### config.mk
export PLATFORM = sky130hd
export DESIGN_NAME = score_session_ctrl
export DESIGN_NICKNAME = d
export VERILOG_FILES = /design/src/rtl/score_session_ctrl.sv
export SDC_FILE = /design/constraint.sdc
export NUM_CORES = 1
export LEC_CHECK = 0
export ABC_AREA = 1
export CAP_MARGIN = 20
export CORE_MARGIN = 5
export CORE_UTILIZATION = 54
export DETAILED_ROUTE_END_ITERATION = 8
export GPL_TIMING_DRIVEN = 0
export PLACE_DENSITY = 0.85
export SYNTH_ARGS = -nofsm -noshare
export SYNTH_HDL_FRONTEND = slang
export SYNTH_SLANG_ARGS = --single-unit
### constraint.sdc
create_clock -name clk -period 2.9 [get_ports clk]
set_clock_uncertainty 0.1 [all_clocks]
set_input_delay 0.58 -clock clk [delete_from_list [all_inputs] [get_ports clk]]
set_output_delay 0.58 -clock clk [all_outputs]
set_load 0.005 [all_outputs]
### src/rtl/score_session_ctrl.sv
// rtl/score_session_ctrl.sv - game session sequencer: countdown, play, game-over hold, high score.
module score_session_ctrl #(
  parameter int unsigned COUNTDOWN_TICKS = 180,
  parameter int unsigned OVER_HOLD_TICKS = 120
) (
  input  logic        clk,
  input  logic        rst,
  input  logic        start_req,
  input  logic        hit,
  input  logic        abort,
  input  logic        game_tick,
  input  logic [15:0] score,
  output logic        score_clr,
  output logic        game_start,
  output logic        game_over,
  output logic [1:0]  state,
  output logic [7:0]  countdown,
  output logic [15:0] high_score,
  output logic        new_high
);

  typedef enum logic [1:0] {
    S_IDLE  = 2'b00,
    S_READY = 2'b01,
    S_PLAY  = 2'b10,
    S_OVER  = 2'b11
  } state_t;

  localparam logic [7:0] CD_LOAD = 8'(COUNTDOWN_TICKS);
  localparam logic [7:0] OH_LOAD = 8'(OVER_HOLD_TICKS);

  state_t     st;
  logic [1:0] over_age;   // completed cycles in OVER, saturating at 3
  logic       exit_pend;  // hold expired before the score was sampled
  logic       sample_edge;

  assign state       = st;
  assign sample_edge = (st == S_OVER) && (over_age == 2'd2);

  always_ff @(posedge clk) begin
    if (rst) begin
      st         <= S_IDLE;
      countdown  <= 8'd0;
      high_score <= 16'h0000;
      new_high   <= 1'b0;
      score_clr  <= 1'b0;
      game_start <= 1'b0;
      game_over  <= 1'b0;
      over_age   <= 2'd0;
      exit_pend  <= 1'b0;
    end else begin
      score_clr  <= 1'b0;
      game_start <= 1'b0;
      game_over  <= 1'b0;
      case (st)
        S_IDLE: begin
          if (start_req) begin
            st        <= S_READY;
            countdown <= CD_LOAD;
            score_clr <= 1'b1;
            new_high  <= 1'b0;
          end
        end
        S_READY: begin
          if (abort) begin
            st        <= S_IDLE;
            countdown <= 8'd0;
          end else if (game_tick) begin
            if (countdown == 8'd1) begin
              st         <= S_PLAY;
              countdown  <= 8'd0;
              game_start <= 1'b1;
            end else begin
              countdown <= countdown - 8'd1;
            end
          end
        end
        S_PLAY: begin
          if (abort) begin
            st        <= S_IDLE;
            game_over <= 1'b1;
          end else if (hit) begin
            st        <= S_OVER;
            countdown <= OH_LOAD;
            game_over <= 1'b1;
            over_age  <= 2'd0;
            exit_pend <= 1'b0;
          end
        end
        S_OVER: begin
          if (over_age != 2'd3) over_age <= over_age + 2'd1;
          // Score counter has settled by the end of the third OVER cycle
          if (sample_edge && (score > high_score)) begin
            high_score <= score;
            new_high   <= 1'b1;
          end
          if (abort) begin
            st        <= S_IDLE;
            countdown <= 8'd0;
          end else if (exit_pend && sample_edge) begin
            st <= S_IDLE;
          end else if (game_tick && (countdown != 8'd0)) begin
            if (countdown == 8'd1) begin
              countdown <= 8'd0;
              if (over_age >= 2'd2) st <= S_IDLE;
              else exit_pend <= 1'b1;
            end else begin
              countdown <= countdown - 8'd1;
            end
          end
        end
        default: st <= S_IDLE;
      endcase
    end
  end

endmodule

# --- Word level (Yosys, flattened, before mapping) ---
# Cells that the tools add are included.
totals:
  out_inout_bits: 30
  elab_cells: 99
  latch_bits: 0
  rom_bits: 0
  regBits: 33
  ram_bits: 0
  memories: 0
  inputBits: 22
classes:
  n_eq_ne: 24
  n_lt_le_gt_ge: 2
  addsub: 2
  div: 0
  n_bitwise: 4
  shift: 0
  n_mux: 41
  n_reduce_logical: 17
  n_mul: 0
op_table:
  columns: ["op", "count"]
  rows:
  - ["$mux 8", 9]
  - ["$pmux 8 s4", 1]
  - ["$mux 2", 14]
  - ["$gt 16x16->1", 1]
  - ["$ne 2x2->1 const B", 7]
  - ["$mux 1", 13]
  - ["$ne 3x3->1 const B", 4]
  - ["$ne 4x2->1 const B", 3]
  - ["$eq 8x1->1 const B", 1]
  - ["$ne 2x1->1 const B", 4]
  - ["$pmux 2 s4", 1]
  - ["$reduce_and 8->1", 1]
  - ["$reduce_bool 8->1", 1]
  - ["$sub 8x1->8 const B", 1]
  - ["$reduce_and 7->1", 1]
  - ["$eq 2x2->1 const B", 3]
  - ["$reduce_and 6->1", 1]
  - ["$logic_and 1x1->1", 4]
  - ["$not 1->1", 4]
  - ["$pmux 1 s2", 2]
  - ["$pmux 2 s2", 1]
  - ["$reduce_and 4->1", 1]
  - ["$reduce_bool 2->1", 2]
  - ["$reduce_or 2->1", 2]
  - ["8 further kinds", 8]

# --- Logic depth before layout (Yosys ltp) ---
logic_depth:
  depth_word: 7
  depth_mapped: 15
  depth_no_buf: 14

# --- Least setup slack after synthesis ---
# OpenSTA, ideal clock, no wires.
synth_timing:
  path_kind: "input port to flip-flop"
  startpoint: "in score[15]"
  endpoint: "reg high_score[0]"
  setup_slack_ns: 1.003
  cell_stages: 9
  arrival_time_ns: 1.682
  setup_time_ns: 0.115
  required_ns: 2.685
  n_path_buf: 1
  cell_sequence: "ha_1 -> nand2_1 -> nor2_1 -> nand2_1 -> nor2_1 -> nor2_4 -> buf_4 -> a21oi_1 -> nor2_1"
synth_between:
  elab_chain_cells: 3
synth_lines:
  columns: ["element", "line", "rtl"]
  rows:
  - ["from (decl)", "12", "input logic [15:0] score,"]
  - ["$gt 16x16->1", "93", "if (sample_edge && (score > high_score)) begin"]
  - ["$logic_and 1x1->1", "93", null]
  - ["$reduce_and 2->1 (no line)", null, null]
  - ["to (signal assigned)", "94", "high_score <= score;"]
  - ["to (decl)", "18", "output logic [15:0] high_score,"]
# No other way between the ends.
# A chain may end at the register's enable or synchronous reset.

# --- Worst setup path in the final report ---
layout_timing:
  startpoint: "in score[11]"
  endpoint: "reg high_score[7]"
# Same word-level chain as after synthesis.

==> flow_metrics.env <==
export IMPL_place_ws_ps=281
export IMPL_diodes=0
export IMPL_grtUsageTotal=0.203
export IMPL_synth_simple_area_share=0.298
export IMPL_grt_pass1_wl_mm=8.87
export IMPL_synth_fa_ha_area_frac=0.117
export IMPL_ys_ff_latch=33
export IMPL_powerDensity_nw_per_um2=681
export IMPL_drt_initial_drc_count=106
export IMPL_drt_total_wl_mm=5.18
export IMPL_cts_clk_slew_worst_paths_ps=70
export IMPL_row_count=23
export IMPL_place_congestion=0.876
export IMPL_min_from="new_high"
export IMPL_final_cells=435
export IMPL_final_setup_worst_slack_ps=582
export IMPL_setup_tns_ps=0
export IMPL_r2r_cells=12
export IMPL_synth_edff_count=0
export IMPL_remaining_drc_errors=0
export IMPL_worstReg2RegStart="high_score[15]"
export IMPL_worst_pin_slew_ps=519
export IMPL_grt_max_degree=11
export IMPL_wl_per_cell_um=11.9
export IMPL_cap_violations=0
export IMPL_relSlewSlack=0.654
export IMPL_synth_warnings=0
export IMPL_peakVddDrop_mv=0.524
export IMPL_ys_flop_type="dfxtp_1"
export IMPL_outcome="completed"
export IMPL_synthesis_nets=369
export IMPL_hold_path_class="reg -> reg"
export IMPL_synthCells=326
export IMPL_p_leak_nw=1.26
export IMPL_cts_repair_resized=0
export IMPL_yosysSeqAreaShare=0.295
export IMPL_first_pass_iters=4
export IMPL_finalHoldViolations=0
export IMPL_dp_cells=427
export IMPL_port_buffer_count=51
export IMPL_n_fill_cell=339
export IMPL_drive_gt1_frac=0.125
export IMPL_synth_top_family_by_area="simple AND/OR/NAND/NOR gates"
export IMPL_cts_buffers=5
export IMPL_fp_dieW_um=74.4
export IMPL_r2r_slack_ps=940
export IMPL_overflow=0
export IMPL_synthMuxAreaShare=0
export IMPL_hold_depth=2
export IMPL_max_clock_freq_mhz=431
export IMPL_start_util=0.560
export IMPL_root_buffer="clkbuf_8"
export IMPL_drv_slew=0
export IMPL_netlist_area_um2=2240
export IMPL_synthArstFlopShare=0
export IMPL_area_delta_synth_final_pct=29.3
export IMPL_ctsHoldBuffers=0
export IMPL_yosys_area_share_xor_xnor=0.0235
export IMPL_start_kind="input pin"
export IMPL_cp_end_kind="register"
export IMPL_fin_crit_ps=2320
export IMPL_die_h_um=74.4
export IMPL_crit_arrival_ps=2410
export IMPL_dieArea_um2=5540
export IMPL_num_vias=2227
export IMPL_cts_tree="built"
export IMPL_grt_pass1_vias=2096
export IMPL_drt_antenna_violating_nets=0
export IMPL_required_ps=2990
export IMPL_dp_hpwl_mm=4.05
export IMPL_crit_fanout=10
export IMPL_setup_violations=0
export IMPL_min_to="new_high"
export IMPL_period_share=0.799
export IMPL_cts_sink_count=33
export IMPL_fin_nets=427
export IMPL_post_cts_setup_buffers=0
export IMPL_clk_latency_ps=290
export IMPL_cts_htree_levels=2
export IMPL_synth_compound_area_frac=0.140
export IMPL_rsz0062_at_grt="false"
export IMPL_core_um2=4000
export IMPL_netlist_cell_type_count=32
export IMPL_avgSynthCellArea_um2=6.87
export IMPL_io_pins=52
export IMPL_path_class="in -> reg"
export IMPL_r2r_end="high_score[12]"
export IMPL_antenna_found_initial=0
export IMPL_clock_path_buffers=2
export IMPL_via_per_inst=5.12
==> cell type report <==
type                       count  area (µm²)  share of cell area
clock inverter                 2        10.0             0.00346
tap                           50        62.6              0.0216
sequential                    33         661               0.228
inverter                      59         226              0.0782
buffer                         9        56.3              0.0194
timing repair buffer          51         510               0.176
multi-input combinational    225        1300               0.448
clock buffer                   6        72.6              0.0251
==> cell usage after synthesis (4+ instances only) <==
library cell | instances | area, µm²
nand2_1 | 55 | 206
inv_1 | 50 | 188
nor2_1 | 36 | 135
a21oi_1 | 33 | 165
dfxtp_1 | 33 | 661
nand3_1 | 24 | 120
ha_1 | 21 | 263
nand2_2 | 9 | 56.3
o21ai_0 | 7 | 35.0
inv_2 | 6 | 22.5
a21oi_2 | 5 | 43.8
o21ai_1 | 5 | 25.0
xor2_1 | 5 | 43.8
nor2_2 | 4 | 25.0
==> worst max-delay path, stage by stage <==
cell	delay [ps]
clkdlybuf4s50_1	430
ha_1	320
a21oi_1	170
o21ai_0	110
a21oi_1	170
nand2_1	170
buf_2	230
a21oi_1	150
nor2_1	70
==> how the worst max path moves through the flow <==
stage          depth (start not counted)        endpoint       from  slack [ps]
6_report                               9   high_score[7]  score[11]         580
5_1_grt                               12  high_score[14]  score[15]         390
4_1_cts                                9   high_score[7]  score[11]         590
3_5_place_dp                           9   high_score[7]  score[11]         280
3_3_place_gp                          12  high_score[12]  score[15]         360
2_1_floorplan                          9   high_score[0]  score[15]        1000
==> kinds of logic after synthesis <==
family                   Yosys count
AO/OA/AOI/OAI                     55
XOR/XNOR                           6
adder cells (fa/ha/maj)           21
buffers and inverters             68
flip-flops                        33
AND/OR/NAND/NOR                  143
==> cell usage in the layout, fill, tap and decap left out <==
cell type / Yosys / final
nor3_1: 3 / 3
o21a_1: 2 / 2
clkinv_1: 2 / 2
nor2_4: 3 / 3
buf_6: 1 / 1
nand2_4: 1 / 1
o21ai_1: 5 / 5
o21ai_0: 7 / 7
inv_2: 6 / 6
buf_4: 3 / 3
nand4_1: 3 / 3
nand3_1: 24 / 24
clkbuf_1: 2 / 3
inv_1: 50 / 50
nand2_2: 9 / 9
xor2_1: 5 / 5
dfxtp_1: 33 / 33
nand3_2: 1 / 1
nor2_1: 36 / 36
nor2_2: 4 / 4
nor3_2: 3 / 3
buf_2: 3 / 3
nor4_1: 1 / 1
ha_1: 21 / 21
o211a_1: 1 / 1
a211oi_1: 1 / 1
xnor2_1: 1 / 1
clkdlybuf4s50_1: 0 / 51
clkinv_2: 0 / 2
clkbuf_8: 0 / 5
o22ai_2: 1 / 1
clkinv_4: 1 / 1
a21oi_2: 5 / 5
a21oi_1: 33 / 33
nand2_1: 55 / 55
==> metal layers <==
metal	GRT usage	wire length [µm]
met5	0	0
met4	0.0870	102
met3	0.0459	317
met2	0.346	2570
met1	0.245	2200
==> per-stage QoR <==
step	cell area [µm²]	util	hold slack (ps)	power, mW
finish	2900	0.724	374	1.97
global route	2900	0.724	395	2.15
CTS	2900	0.724	375	1.99
detailed placement	2810	0.703	365	1.64
global placement	2810	0.703	362	1.62
floorplan	2240	-	345	1.33
==> state kept, by name, indices dropped and copies added, names as in the netlist <==
register	count
exit_pend	1
over_age	2
score_clr	1
state	2
countdown	8
game_over	1
high_score	16
game_start	1
new_high	1
==> power by group <==
group	switching (mW)	total (mW)	internal (mW)	leakage (nW)
Clock	0.171	0.337	0.166	0.0450
Sequential	0.0853	0.621	0.536	0.269
Combinational	0.565	1.02	0.450	0.948
Note: power is estimated with default switching activity, not from simulation.
